`src/rtl/reg_intf_router.sv`:
```
// reg_intf_router: routes one upstream register request to one of NUM_TGT
// register slaves, tracks the outstanding read, times it out, counts errors.
module reg_intf_router #(
    parameter int unsigned NUM_TGT     = 4,
    parameter int unsigned ADDR_W      = 8,
    parameter int unsigned DATA_W      = 32,
    parameter int unsigned SEL_W       = 2,
    parameter int unsigned TIMEOUT_CYC = 255,
    parameter logic [31:0] ERR_DATA    = 32'hDEAD_BEEF
) (
    input  logic                      clk_i,
    input  logic                      rst_ni,
    input  logic [ADDR_W-1:0]         reg_addr_i,
    input  logic [DATA_W-1:0]         reg_wr_data_i,
    input  logic                      reg_wr_en_i,
    input  logic                      reg_rd_en_i,
    input  logic [SEL_W-1:0]          tgt_sel_i,
    output logic [DATA_W-1:0]         reg_rd_data_o,
    output logic                      reg_rd_done_o,
    output logic                      reg_rd_err_o,
    output logic                      busy_o,
    output logic [7:0]                err_cnt_o,
    output logic [ADDR_W-1:0]         tgt_addr_o,
    output logic [DATA_W-1:0]         tgt_wr_data_o,
    output logic [NUM_TGT-1:0]        tgt_wr_en_o,
    output logic [NUM_TGT-1:0]        tgt_rd_en_o,
    input  logic [NUM_TGT*DATA_W-1:0] tgt_rd_data_i,
    input  logic [NUM_TGT-1:0]        tgt_rd_done_i
);

    localparam logic [DATA_W-1:0] ERR_VAL = DATA_W'(ERR_DATA);
    localparam logic [15:0]       TO_LAST = 16'(TIMEOUT_CYC - 1);

    typedef enum logic [1:0] {
        IDLE,
        RD_WAIT,
        RESP
    } state_t;

    state_t             state_q;
    logic [SEL_W-1:0]   sel_q;
    logic [15:0]        cnt_q;
    logic               sel_ok;
    logic [NUM_TGT-1:0] sel_oh;
    logic [DATA_W-1:0]  sel_data;
    logic               sel_done;
    logic               timeout;
    logic               err_evt;

    // Decode the incoming index into a validity flag and a one-hot strobe mask.
    always_comb begin
        sel_ok = 32'(tgt_sel_i) < NUM_TGT;
        sel_oh = NUM_TGT'(1) << tgt_sel_i;
    end

    // Pick the done strobe and read data of the target holding the open read.
    always_comb begin
        sel_data = '0;
        sel_done = 1'b0;
        for (int k = 0; k < NUM_TGT; k++) begin
            if (sel_q == SEL_W'(k)) begin
                sel_data = tgt_rd_data_i[k*DATA_W +: DATA_W];
                sel_done = tgt_rd_done_i[k];
            end
        end
    end

    // Collapse every error source of this cycle into a single count event.
    always_comb begin
        timeout = (cnt_q == TO_LAST);
        err_evt = 1'b0;
        case (state_q)
            IDLE: begin
                err_evt = reg_wr_en_i & (reg_rd_en_i | ~sel_ok);
            end
            RD_WAIT: begin
                err_evt = reg_wr_en_i | reg_rd_en_i | (timeout & ~sel_done);
            end
            RESP: begin
                err_evt = reg_wr_en_i | reg_rd_en_i | ~reg_rd_done_o;
            end
            default: begin
                err_evt = 1'b0;
            end
        endcase
    end

    // Request routing FSM with registered target strobes and response.
    // A timeout preloads the error response on entry to RESP; a bad-select
    // read enters RESP with nothing shown yet, so RESP raises it one cycle on.
    always_ff @(posedge clk_i or negedge rst_ni) begin
        if (!rst_ni) begin
            state_q       <= IDLE;
            sel_q         <= '0;
            cnt_q         <= '0;
            reg_rd_data_o <= '0;
            reg_rd_done_o <= 1'b0;
            reg_rd_err_o  <= 1'b0;
            busy_o        <= 1'b0;
            err_cnt_o     <= '0;
            tgt_addr_o    <= '0;
            tgt_wr_data_o <= '0;
            tgt_wr_en_o   <= '0;
            tgt_rd_en_o   <= '0;
        end else begin
            tgt_wr_en_o   <= '0;
            tgt_rd_en_o   <= '0;
            reg_rd_done_o <= 1'b0;
            reg_rd_err_o  <= 1'b0;
            if (err_evt && err_cnt_o != 8'hFF) begin
                err_cnt_o <= err_cnt_o + 8'd1;
            end
            case (state_q)
                IDLE: begin
                    if (reg_rd_en_i) begin
                        sel_q  <= tgt_sel_i;
                        cnt_q  <= '0;
                        busy_o <= 1'b1;
                        if (sel_ok) begin
                            tgt_addr_o  <= reg_addr_i;
                            tgt_rd_en_o <= sel_oh;
                            state_q     <= RD_WAIT;
                        end else begin
                            state_q <= RESP;
                        end
                    end else if (reg_wr_en_i && sel_ok) begin
                        tgt_addr_o    <= reg_addr_i;
                        tgt_wr_data_o <= reg_wr_data_i;
                        tgt_wr_en_o   <= sel_oh;
                    end
                end
                RD_WAIT: begin
                    if (sel_done) begin
                        reg_rd_data_o <= sel_data;
                        reg_rd_done_o <= 1'b1;
                        busy_o        <= 1'b0;
                        state_q       <= IDLE;
                    end else if (timeout) begin
                        reg_rd_data_o <= ERR_VAL;
                        reg_rd_done_o <= 1'b1;
                        reg_rd_err_o  <= 1'b1;
                        state_q       <= RESP;
                    end else begin
                        cnt_q <= cnt_q + 16'd1;
                    end
                end
                RESP: begin
                    if (reg_rd_done_o) begin
                        busy_o  <= 1'b0;
                        state_q <= IDLE;
                    end else begin
                        reg_rd_data_o <= ERR_VAL;
                        reg_rd_done_o <= 1'b1;
                        reg_rd_err_o  <= 1'b1;
                    end
                end
                default: begin
                    state_q <= IDLE;
                end
            endcase
        end
    end

endmodule

```
`config.mk`:
```
export PLATFORM = sky130hd
export DESIGN_NAME = reg_intf_router
export DESIGN_NICKNAME = d
export VERILOG_FILES = /design/src/rtl/reg_intf_router.sv
export SDC_FILE = /design/constraint.sdc
export NUM_CORES = 1
export LEC_CHECK = 0
export ABC_AREA = 1
export CAP_MARGIN = 20
export CORE_ASPECT_RATIO = 0.9
export CORE_MARGIN = 2
export CORE_UTILIZATION = 42
export DETAILED_ROUTE_END_ITERATION = 12
export HOLD_SLACK_MARGIN = 0.08
export PLACE_DENSITY_LB_ADDON = 0.25
export SLEW_MARGIN = 30
export SYNTH_ARGS = -nofsm -noshare
export SYNTH_HDL_FRONTEND = slang
export SYNTH_SLANG_ARGS = --single-unit
```
`constraint.sdc`:
```
create_clock -name clk_i -period 1.99 [get_ports clk_i]
set_input_delay 0.2985 -clock clk_i [delete_from_list [all_inputs] [get_ports clk_i]]
set_output_delay 0.2985 -clock clk_i [all_outputs]
set_load 0.005 [all_outputs]
```
### After elaboration in Yosys (flattened, before gate mapping)

Cells that the tools add are included.

| operators by class | value |
|---|---|
| multipliers | 0 |
| bitwise operators | 8 |
| mux-type cells | 39 |
| add/sub/neg operators | 2 |
| eq/ne operators | 14 |
| reductions and logical operators | 14 |
| shift operators | 1 |
| div/mod/pow operators | 0 |
| order comparisons | 0 |

Operators with widths:

| operator | count |
|---|---|
| two-way mux 32 bit | 7 |
| one-hot mux 32 bit (2 select lines) | 1 |
| two-way mux 16 bit | 3 |
| one-hot mux 16 bit (2 select lines) | 1 |
| two-way mux 4 bit | 5 |
| adder 16 x 1 -> 16 bit (second input constant) | 1 |
| == test 16 x 8 -> 1 bit (second input constant) | 1 |
| two-way mux 8 bit | 2 |
| != test 2 bit (second input constant) | 6 |
| two-way mux 1 bit | 11 |
| AND reduction 3 bit | 3 |
| adder 8 x 1 -> 8 bit (second input constant) | 1 |
| two-way mux 2 bit | 4 |
| != test 8 bit (second input constant) | 1 |
| AND reduction 4 bit | 2 |
| == test 2 bit (second input constant) | 3 |
| one-hot mux 1 bit (3 select lines) | 2 |
| one-hot mux 2 bit (3 select lines) | 1 |
| nonzero test 2 bit | 3 |
| == test 2 x 1 -> 1 bit (second input constant) | 2 |
| zero test 2 bit | 2 |
| one-hot mux 1 bit (2 select lines) | 2 |
| AND reduction 2 bit | 2 |
| left shift 1 x 2 -> 4 bit (first input constant) | 1 |
| 6 further kinds | 11 |

| word-level totals | value |
|---|---|
| bits in latches | 0 |
| memories | 0 |
| memory bits (read-only) | 0 |
| output and inout port bits | 91 |
| logic and storage cells | 90 |
| bits in registers | 111 |
| memory bits (writable) | 0 |
| input bits | 178 |

### Depth between registers and ports, before layout

Gate-level depths: netlist of run 1.

| depth | value |
|---|---|
| word-level depth | 10 |
| depth in mapped cells | 14 |
| depth with buffers taken out | 13 |

### Worst setup path before layout of run 1

OpenSTA, ideal clock, no wires.

| timing path | value |
|---|---|
| kind | register to register |
| start | register state_q[0] |
| end | register tgt_wr_data_o[10] |
| arrival | 1.564 ns |
| slack | 0.302 ns |
| required time | 1.865 ns |
| period minus slack after synthesis | 1.688 ns |
| stages on the path, launching flop included | 8 |
| path buffers | 1 |
| setup time | 0.125 ns |
| path through | dfrtp_1 -> inv_1 -> ha_1 -> inv_1 -> nor2_1 -> nand2_1 -> buf_2 -> mux2_2 |

| on the way | value |
|---|---|
| cells in the longest elaborated chain, start to end | 2 |

RTL lines:

| item | RTL line | RTL |
|---|---|---|
| start: declaration | 40 | `state_t state_q;` |
| start signal: assignment | 93 | `state_q <= IDLE;` |
| start signal: assignment | 122 | `state_q <= RD_WAIT;` |
| start signal: assignment | 124 | `state_q <= RESP;` |
| zero test 2 bit | 113 | `case (state_q)` |
| AND reduction 3 bit (no line) | n/a |  |
| end signal: assignment | 128 | `tgt_wr_data_o <= reg_wr_data_i;` |
| end: declaration | 24 | `output logic [DATA_W-1:0] tgt_wr_data_o,` |

No other way between the ends.
A chain may end at the register's enable or synchronous reset.

### Final worst setup path of run 1

| timing path | value |
|---|---|
| start | register cnt_q[0] |
| end | register err_cnt_o[1] |

| on the way | value |
|---|---|
| cells in the longest elaborated chain, start to end | 5 |

RTL lines:

| item | RTL line | RTL |
|---|---|---|
| start: declaration | 42 | `logic [15:0] cnt_q;` |
| start signal: assignment | 144 | `cnt_q <= cnt_q + 16'd1;` |
| == test 16 x 8 -> 1 bit | 70 | `timeout = (cnt_q == TO_LAST);` |
| AND 1 bit | 77 | `err_evt = reg_wr_en_i \| reg_rd_en_i \| (timeout & ~sel_done);` |
| OR 1 bit | 77 |  |
| one-hot mux 1 bit (3 select lines) | 72 | `case (state_q)` |
| logical AND 1 bit | 110 | `if (err_evt && err_cnt_o != 8'hFF) begin` |
| end signal: assignment | 111 | `err_cnt_o <= err_cnt_o + 8'd1;` |
| end: declaration | 22 | `output logic [7:0] err_cnt_o,` |

No other way between the ends.

==> flow_metrics.py, run 1 <==
metrics = {
    "outcome": {
        "status": "finished, final reports clean",
    },
    "synthesis": {
        "yosysMostFrequentCell": "nand2_1",
        "synth-async-reset-ratio_pct": 100,
        "avgSynthCellArea_sq_um": 9.06,
        "synth_area_leaders": "dfrtp_1, nand2_1, mux2_2, nand3_1, a211oi_1",
        "yosys_warnings": 0,
        "synth_edf_count": 0,
        "yosys_most_used_dff": "dfrtp_1",
        "synth.top_cell.area_share_pct": 47.8,
        "seq_area_frac_synth_pct": 47.8,
        "syn_nets": 827,
        "syn-cell-area_sq_um": 5820,
        "synth_top_cell_by_area": "dfrtp_1",
        "ys_types": 38,
        "netlist_instances": 642,
        "synth_common_cells": "nand2_1, dfrtp_1, nand3_1",
        "ys_seq_elements": 111,
    },
    "worst_setup_path": {
        "crit_arrival_ps": 2050,
        "endpoint": "err_cnt_o[1]",
        "crit_fanout": 9,
        "cp-end-kind": "register",
        "r2r_cells": 13,
        "cp-start-kind": "register",
        "worstReg2RegEnd": "err_cnt_o[1]",
        "worstPathRequired_ps": 2240,
        "crit_start": "cnt_q[0]",
        "r2r_start": "cnt_q[0]",
        "path_class": "register to register",
        "reg2reg_slack_ps": 190,
    },
    "route": {
        "initialDrtViolationCount": 273,
        "wl_microns": 19300,
        "avgViaCountPerCell": 5.25,
        "drt_drc_violations_left": 0,
        "firstDrtPassIters": 5,
        "drtAntennaViolNets": 0,
        "num_vias": 5711,
        "wire_per_inst_microns": 17.8,
    },
    "place": {
        "placedCellCount": 1068,
        "place_hpwl_microns": 15100,
        "gp_congestion": 0.894,
        "io_buffer_count": 268,
    },
    "clock_tree": {
        "post_cts_buffers": 0,
        "clock_sinks": 111,
        "cts_tree": "built",
        "clk_pin_slew_worst_paths_ps": 80,
        "clock_path_buffers": 2,
        "cts_buffers": 9,
        "cts.htree.levels": 3,
        "clkLatencyLatePin_ps": 360,
        "clock-root-buffer": "clkbuf_16",
    },
    "timing": {
        "rsz0062_at_grt": "no",
        "relSlewSlack_pct": 64.7,
        "drv_slew": 0,
        "fmaxAchievable_ghz": 0.555,
        "hold_violations": 0,
        "worstMarginPinSlew_ps": 528,
        "post-route-min-period_ps": 1800,
        "fin_skew_ps": 6.33,
        "tns_ps": 0,
        "final-setup-viol-count": 0,
        "timing.final.crit_share_pct": 90.5,
    },
    "die": {
        "fp.dieH_microns": 116,
        "start_util_pct": 43.4,
        "die_area_sq_um": 14800,
        "io_pins": 269,
        "dieWidth_microns": 128,
        "rows": 40,
        "core-area_sq_um": 13400,
    },
    "finish": {
        "post-route-util_pct": 67.6,
        "final_nets": 1097,
        "drive_above_1_share_pct": 13.8,
        "fin_cells": 1087,
        "area_delta_synth_final_pct": 56.0,
    },
    "global_route": {
        "antenna_found_initial": 1,
        "grt_max_degree": 47,
        "grt_pass1_wl_microns": 29900,
        "grt_pass1_vias": 5739,
        "grt_util_all_layers_pct": 26.1,
        "grt-ovfl-total": 0,
    },
    "hold_path": {
        "hp-class": "primary input to asynchronous set/reset pin",
    },
    "power_and_ir_drop": {
        "p_int_mw": 7.63,
        "combPwrFrac_pct": 54.3,
        "cellPowerDensity_nw_per_um2": 1380,
        "power.switching_mw": 4.85,
        "power_frac_seq_pct": 30.2,
        "finalPower_mw": 12.5,
        "clkPwrFrac_pct": 15.5,
        "switching_share_pct": 38.9,
        "p_leak_nw": 3.90,
        "peakVddDrop_mv": 0.959,
    },
    "flow_run": {
        "cap_violations": 0,
    },
}
[worst min path at each step]
stage	from	end	slack [ps]
detailed placement	rst_ni	reg_rd_data_o[17]	280
finish	rst_ni	reg_rd_data_o[17]	450
CTS	rst_ni	reg_rd_data_o[17]	450
global placement	rst_ni	reg_rd_data_o[20]	280
floorplan	rst_ni	busy_o	3
global route	rst_ni	reg_rd_data_o[17]	470
[layout by cell type (no fill, tap or decap), types with 4 or more instances in the layout]
master | Yosys | routed
clkdlybuf4s50_1 | 0 | 267
nand2_1 | 193 | 193
dfrtp_1 | 111 | 109
nand3_1 | 52 | 52
mux2_2 | 40 | 40
inv_1 | 30 | 29
a211oi_1 | 24 | 24
nor2_1 | 24 | 23
o21ai_1 | 22 | 22
o21ai_2 | 19 | 19
nor3_1 | 13 | 13
xor2_1 | 13 | 13
buf_4 | 3 | 11
o21ai_0 | 9 | 9
clkbuf_16 | 0 | 9
o211ai_1 | 8 | 8
nand2_4 | 6 | 6
o221ai_1 | 6 | 6
ha_1 | 7 | 6
buf_12 | 0 | 6
inv_2 | 4 | 5
nand2_2 | 5 | 5
nor2_2 | 3 | 4
a21oi_1 | 4 | 4
nand4_1 | 4 | 4
[cells by family after synthesis]
| logic type | count (synthesis) | share of synthesized area [%] |
|---|---|---|
| and+or+nand+nor | 308 | 23.3 |
| xor gates and xnor gates | 15 | 2.26 |
| buffers and inverters | 62 | 5.36 |
| DFF | 111 | 47.8 |
| muxes | 40 | 7.75 |
| AOI/OAI and AO/OA | 99 | 12.0 |
| adders and majority gates | 7 | 1.51 |
[layout make-up]
class | count | area (sq um)
antenna | 2 | 5.00
multi-input combinational | 469 | 2740
clock buffer | 10 | 239
clock inverter | 6 | 78.8
tap | 168 | 210
inverter | 36 | 139
timing repair buffer | 285 | 2890
sequential | 111 | 2780
fill | 1074 | 4340
[sequential cells by signal, summed over array words and instances (netlist names)]
signal,flops
reg_rd_done_o,1
state_q,2
tgt_rd_en_o,4
reg_rd_err_o,1
err_cnt_o,8
reg_rd_data_o,32
tgt_wr_data_o,32
tgt_addr_o,8
busy_o,1
sel_q,2
cnt_q,16
tgt_wr_en_o,4
[per-stage QoR]
stage / cell area [sq um] / setup slack [ps] / hold WS [ps]
floorplan: 5820 / 302 / 2.91
global placement: 8730 / 121 / 279
detailed placement: 8730 / 28.2 / 284
CTS: 9060 / 37.2 / 452
global route: 9070 / 22.5 / 467
finish: 9070 / 190 / 446
[power by group through the flow]
stage	clock, mW	combinational, mW	sequential (mW)
after floorplan	0	3.74	3.71
after global placement	0	6.59	3.74
after detailed placement	0	6.78	3.79
after CTS	1.99	6.82	3.77
after global routing	2.09	7.43	3.88
final	1.93	6.77	3.78
[timing repair]
action                                  CTS  global route
hold endpoints to repair                 29             0
resized for setup                         0             5
hold buffers                              1             0
endpoints found under the setup margin    0            32
[metal layers]
metal / routed length, microns / part of all wire (%) / vias up / global-route usage, %
li1: - / - / 2710 / -
met2: 9260 / 48 / 274 / 42.6
met5: 0 / 0 / - / 0
met3: 1970 / 10 / 40 / 9.42
met4: 619 / 3.2 / 0 / 11.4
met1: 7450 / 39 / 2687 / 31.5
[worst max-delay path, cell delays in order, from the launching register on]
cell	delay, ps
dfrtp_1	440
inv_2	110
ha_1	150
nand2_1	80
nor2_1	100
nand2_1	70
nor2_2	130
nand3_1	100
nand2_1	70
nand2_1	70
nand2_4	130
nand2_4	90
nand2_1	80
nand2_1	60
No activity file was read; power rests on OpenSTA's default activity.
==> inputs of run 2 (changes only) <==
--- a/config.mk
+++ b/config.mk
@@ -7,10 +7,11 @@
 export LEC_CHECK = 0
 export ABC_AREA = 1
 export CAP_MARGIN = 20
-export CORE_ASPECT_RATIO = 0.9
-export CORE_MARGIN = 2
-export CORE_UTILIZATION = 42
+export CORE_AREA = 2 2 105 107
 export DETAILED_ROUTE_END_ITERATION = 12
+export DIE_AREA = 0 0 107 109
+export DONT_BUFFER_PORTS = 1
+export GPL_TIMING_DRIVEN = 1
 export HOLD_SLACK_MARGIN = 0.08
 export PLACE_DENSITY_LB_ADDON = 0.25
 export SLEW_MARGIN = 30
==> flow_metrics.py, run 2 (same netlist as run 1, synthesis figures left out) <==
metrics = {
    "outcome": {
        "status": "finished with violations",
        "violations": "negative hold slack",
    },
    "worst_setup_path": {
        "reg2reg_slack_ps": 160,
        "cp-start-kind": "register",
        "cp-end-kind": "register",
        "r2r_start": "cnt_q[0]",
        "endpoint": "err_cnt_o[3]",
        "crit_fanout": 9,
        "crit_arrival_ps": 2110,
        "path_class": "register to register",
        "crit_start": "cnt_q[0]",
        "worstPathRequired_ps": 2270,
        "worstReg2RegEnd": "err_cnt_o[3]",
        "r2r_cells": 13,
    },
    "power_and_ir_drop": {
        "p_leak_nw": 2.99,
        "cellPowerDensity_nw_per_um2": 1510,
        "peakVddDrop_mv": 0.670,
    },
    "timing": {
        "drv_slew": 0,
        "fin_skew_ps": 20.9,
        "fmaxAchievable_ghz": 0.546,
        "relSlewSlack_pct": 70.9,
        "tns_ps": 0,
        "hold_violations": 111,
        "final-setup-viol-count": 0,
        "hold_slack_ps": -420,
        "timing.final.crit_share_pct": 92.0,
        "worstMarginPinSlew_ps": 436,
        "rsz0062_at_grt": "no",
        "post-route-min-period_ps": 1830,
    },
    "clock_tree": {
        "cts.htree.levels": 3,
        "cts_buffers": 9,
        "clk_pin_slew_worst_paths_ps": 140,
        "clkLatencyLatePin_ps": 400,
        "clock_path_buffers": 2,
        "clock-root-buffer": "clkbuf_8",
        "cts_tree": "built",
        "holdBufCountCts": 44,
        "clock_sinks": 111,
    },
    "die": {
        "rows": 38,
        "io_pins": 269,
        "core-area_sq_um": 10600,
        "fp.dieH_microns": 109,
        "start_util_pct": 54.9,
        "dieWidth_microns": 107,
        "die_area_sq_um": 11700,
    },
    "finish": {
        "mostFrequentLayoutCells": "nand2_1, dfrtp_1, nand3_1, dlygate4sd3_1, mux2_2",
        "reg_top3": "reg_rd_data_o: 32 flops, tgt_wr_data_o: 32 flops, cnt_q: 16 flops",
        "num-fill-cells": 910,
        "diodes": 0,
        "post-route-util_pct": 63.1,
        "final_common_cell": "nand2_1",
        "final_nets": 872,
        "fin_cells": 832,
        "drive_above_1_share_pct": 17.8,
        "area_delta_synth_final_pct": 15.1,
    },
    "flow_run": {
        "cap_violations": 0,
    },
    "route": {
        "wl_microns": 15800,
        "drt_drc_violations_left": 0,
        "firstDrtPassIters": 4,
        "avgViaCountPerCell": 5.76,
        "num_vias": 4795,
        "initialDrtViolationCount": 415,
        "wire_per_inst_microns": 18.9,
        "drtAntennaViolNets": 0,
    },
    "global_route": {
        "grt_util_all_layers_pct": 26.3,
        "grt_pass1_vias": 4760,
        "grt_pass1_wl_microns": 23700,
        "grt_max_degree": 112,
        "antenna_found_initial": 1,
        "grt-ovfl-total": 0,
    },
    "place": {
        "place_hpwl_microns": 11500,
        "placedCellCount": 768,
        "gp_congestion": 0.942,
        "io_buffer_count": 0,
    },
    "hold_path": {
        "hp-class": "primary input to asynchronous set/reset pin",
    },
}
[run 2: timing repair]
item / CTS / global route
buffers inserted: 0 / 4
setup endpoints to repair: 0 / 32
gates resized for setup: 0 / 4
hold endpoints to repair: 161 / 111
[run 2: area by class of cell]
cell class	instances	area [sq um]	share of cell area, %
Timing Repair Buffer	60	623	9.31
Sequential cell	111	2780	41.5
Clock buffer	9	124	1.85
Clock inverter	7	98.8	1.48
Tap cell	140	175	2.62
Multi-Input combinational cell	469	2760	41.2
Inverter	36	139	2.08
[run 2: per-layer routing]
| metal | vias to the layer above | routed length, microns | track usage [%] |
|---|---|---|---|
| met3 | 45 | 1300 | 8.43 |
| li1 | 2250 | - | - |
| met4 | 2 | 523 | 11.2 |
| met1 | 2281 | 5850 | 29.0 |
| met2 | 217 | 8080 | 47.0 |
| met5 | - | 13 | 0 |
[run 2: power by group]
part | switching, mW | internal [mW] | leakage, nW
logic | 2.75 | 1.93 | 1.49
registers | 0.861 | 3.15 | 1.39
clock network | 0.895 | 0.517 | 0.108
total | 4.51 | 5.60 | 2.99
[run 2: worst max-delay path: stages, from the launching register on]
cell and delay (ps):
dfrtp_1 440, inv_1 160, ha_1 160, nand2_1 60
nor2_1 100, nand2_1 70, nor2_2 140, nand3_1 90
nand2_1 60, nand2_1 80, nand2_4 130, nand2_4 90
nand2_1 90, nand2_1 50
[run 2: how the worst min path moves through the flow]
stage,from,endpoint,cells after the start
2_1_floorplan,rst_ni,busy_o,0
3_3_place_gp,rst_ni,reg_rd_data_o[2],0
3_5_place_dp,rst_ni,reg_rd_data_o[2],0
4_1_cts,rst_ni,reg_rd_data_o[2],0
5_1_grt,rst_ni,reg_rd_data_o[2],0
6_report,rst_ni,tgt_wr_data_o[27],0
[run 2: metrics by stage]
stage | hold slack, ps | power, mW | area (sq um) | setup WS, ps
after detailed placement | 6.14 | 8.51 | 5970 | 179
final | -420 | 10.1 | 6690 | 159
after CTS | -427 | 9.99 | 6640 | 158
after floorplan | 2.91 | 7.45 | 5820 | 302
after global routing | -441 | 10.9 | 6690 | 4.21
after global placement | 5.93 | 8.30 | 5970 | 233
==> inputs of run 3 (changes only) <==
--- a/config.mk
+++ b/config.mk
@@ -14,6 +14,7 @@
 export GPL_TIMING_DRIVEN = 1
 export HOLD_SLACK_MARGIN = 0.08
 export PLACE_DENSITY_LB_ADDON = 0.25
+export REMOVE_ABC_BUFFERS = 1
 export SLEW_MARGIN = 30
 export SYNTH_ARGS = -nofsm -noshare
 export SYNTH_HDL_FRONTEND = slang
==> flow_metrics.py, run 3 (same netlist as run 1, synthesis figures left out) <==
metrics = {
    "clock_tree": {
        "clock_path_buffers": 2,
        "cts_buffers": 9,
        "cts_tree": "built",
        "clkLatencyLatePin_ps": 370,
        "holdBufCountCts": 41,
        "clk_pin_slew_worst_paths_ps": 110,
        "cts.htree.levels": 3,
        "clock-root-buffer": "clkbuf_8",
        "clock_sinks": 111,
    },
    "place": {
        "io_buffer_count": 0,
        "gp_congestion": 0.894,
        "placedCellCount": 770,
        "place_hpwl_microns": 11000,
        "dpl_worst_slack_ps": 33.5,
    },
    "die": {
        "dieWidth_microns": 107,
        "die_area_sq_um": 11700,
        "core-area_sq_um": 10600,
        "io_pins": 269,
        "fp.dieH_microns": 109,
        "rows": 38,
        "start_util_pct": 54.9,
    },
    "worst_setup_path": {
        "r2r_start": "state_q[1]",
        "cp-end-kind": "register",
        "cp-start-kind": "register",
        "worstPathRequired_ps": 2260,
        "crit_path_frequent_cell": "inv_1",
        "path_class": "register to register",
        "cp_top_family": "flip-flops",
        "crit_slowest_cell": "dfrtp_1",
        "crit_arrival_ps": 2080,
        "cpPeakStageDelay_ps": 430,
        "crit_path_cell_trace": "inv_1 -> ha_1 -> inv_1 -> nor2_1 -> a21oi_1 -> nand2_4 -> buf_4 -> o31ai_1",
        "crit_start": "state_q[1]",
        "crit_fanout": 12,
        "critPathBufInv": 3,
    },
    "global_route": {
        "grt_max_degree": 112,
        "grt_util_all_layers_pct": 26.0,
        "antenna_found_initial": 0,
        "grt_pass1_wl_microns": 23600,
        "grt_pass1_vias": 4827,
        "grt-ovfl-total": 0,
    },
    "timing": {
        "fin_skew_ps": 11.6,
        "relSlewSlack_pct": 64.5,
        "hold_violations": 111,
        "setup_ws_ps": 177,
        "timing.final.crit_share_pct": 91.1,
        "final-setup-viol-count": 0,
        "worstMarginPinSlew_ps": 531,
        "drv_slew": 0,
        "hold_slack_ps": -392,
        "fmaxAchievable_ghz": 0.552,
        "post-route-min-period_ps": 1810,
    },
    "power_and_ir_drop": {
        "p_leak_nw": 2.96,
        "cellPowerDensity_nw_per_um2": 1500,
        "finalPower_mw": 9.91,
        "peakVddDrop_mv": 0.750,
    },
    "flow_run": {
        "cap_violations": 0,
    },
    "finish": {
        "reg_top3": "reg_rd_data_o: 32 flops, tgt_wr_data_o: 32 flops, cnt_q: 16 flops",
        "num-fill-cells": 872,
        "diodes": 0,
        "regArea_sq_um": 2780,
        "fin_cells": 829,
        "mostFrequentLayoutCells": "nand2_1, dfrtp_1, nand3_1, dlygate4sd3_1, mux2_2",
        "multi_input_area_sq_um": 2740,
        "area_delta_synth_final_pct": 13.7,
        "drive_above_1_share_pct": 17.6,
        "final_nets": 869,
        "final_common_cell": "nand2_1",
    },
    "route": {
        "initialDrtViolationCount": 225,
        "avgViaCountPerCell": 5.73,
        "wire_per_inst_microns": 18.0,
        "firstDrtPassIters": 5,
        "wl_microns": 14900,
        "drtAntennaViolNets": 0,
        "drt_drc_violations_left": 0,
        "num_vias": 4748,
    },
    "outcome": {
        "violations": "negative hold slack",
        "status": "finished with violations",
    },
    "hold_path": {
        "hp-class": "primary input to asynchronous set/reset pin",
    },
}
## run 3: layer usage
metal	track usage (%)	share of wire [%]	up-vias
met4	12.2	3.2	0
met3	9.92	10	48
met2	44.7	48	234
li1	-	-	2251
met1	28.6	38	2215
met5	0	0	-
## run 3: worst paths after layout
| kind | to | slack [ps] | depth (start not counted) |
|---|---|---|---|
| setup / recovery | cnt_q[5] | 180 | 8 |
| hold / removal | tgt_wr_data_o[29] | -390 | 0 |
| setup reg to reg | cnt_q[5] | 180 | 8 |
| hold reg to reg | reg_rd_data_o[30] | 520 | 2 |
| max in group asynchronous | cnt_q[0] | 2190 | 0 |
| min in group clk_i | reg_rd_data_o[30] | 110 | 2 |
## run 3: per-stage QoR
| stage | instance area (sq um) | setup TNS [ps] | util [%] |
|---|---|---|---|
| global route | 6610 | -1.93 | 62.3 |
| floorplan | 5640 | -2810 | - |
| CTS | 6570 | 0 | 62.0 |
| finish | 6610 | 0 | 62.3 |
| global placement | 5960 | 0 | 56.2 |
| detailed placement | 5960 | 0 | 56.2 |
## run 3: power by group
part | switching [mW] | internal (mW)
clock | 0.768 | 0.600
combinational | 2.72 | 1.88
sequential | 0.789 | 3.16
total | 4.28 | 5.63
## run 3: timing repair
item,in CTS,in global routing
resized for setup,0,3
setup endpoints to repair,0,16
endpoints found under the hold margin,157,111
setup buffers,0,2
## run 3: cell type report
class / instances / share of cell area, %
clock buffers: 11 / 1.99
clock inverters: 5 / 1.00
well taps: 140 / 2.65
repair buffers: 57 / 8.78
multi-input cells: 469 / 41.4
inverters: 36 / 2.10
flip-flops and latches: 111 / 42.0
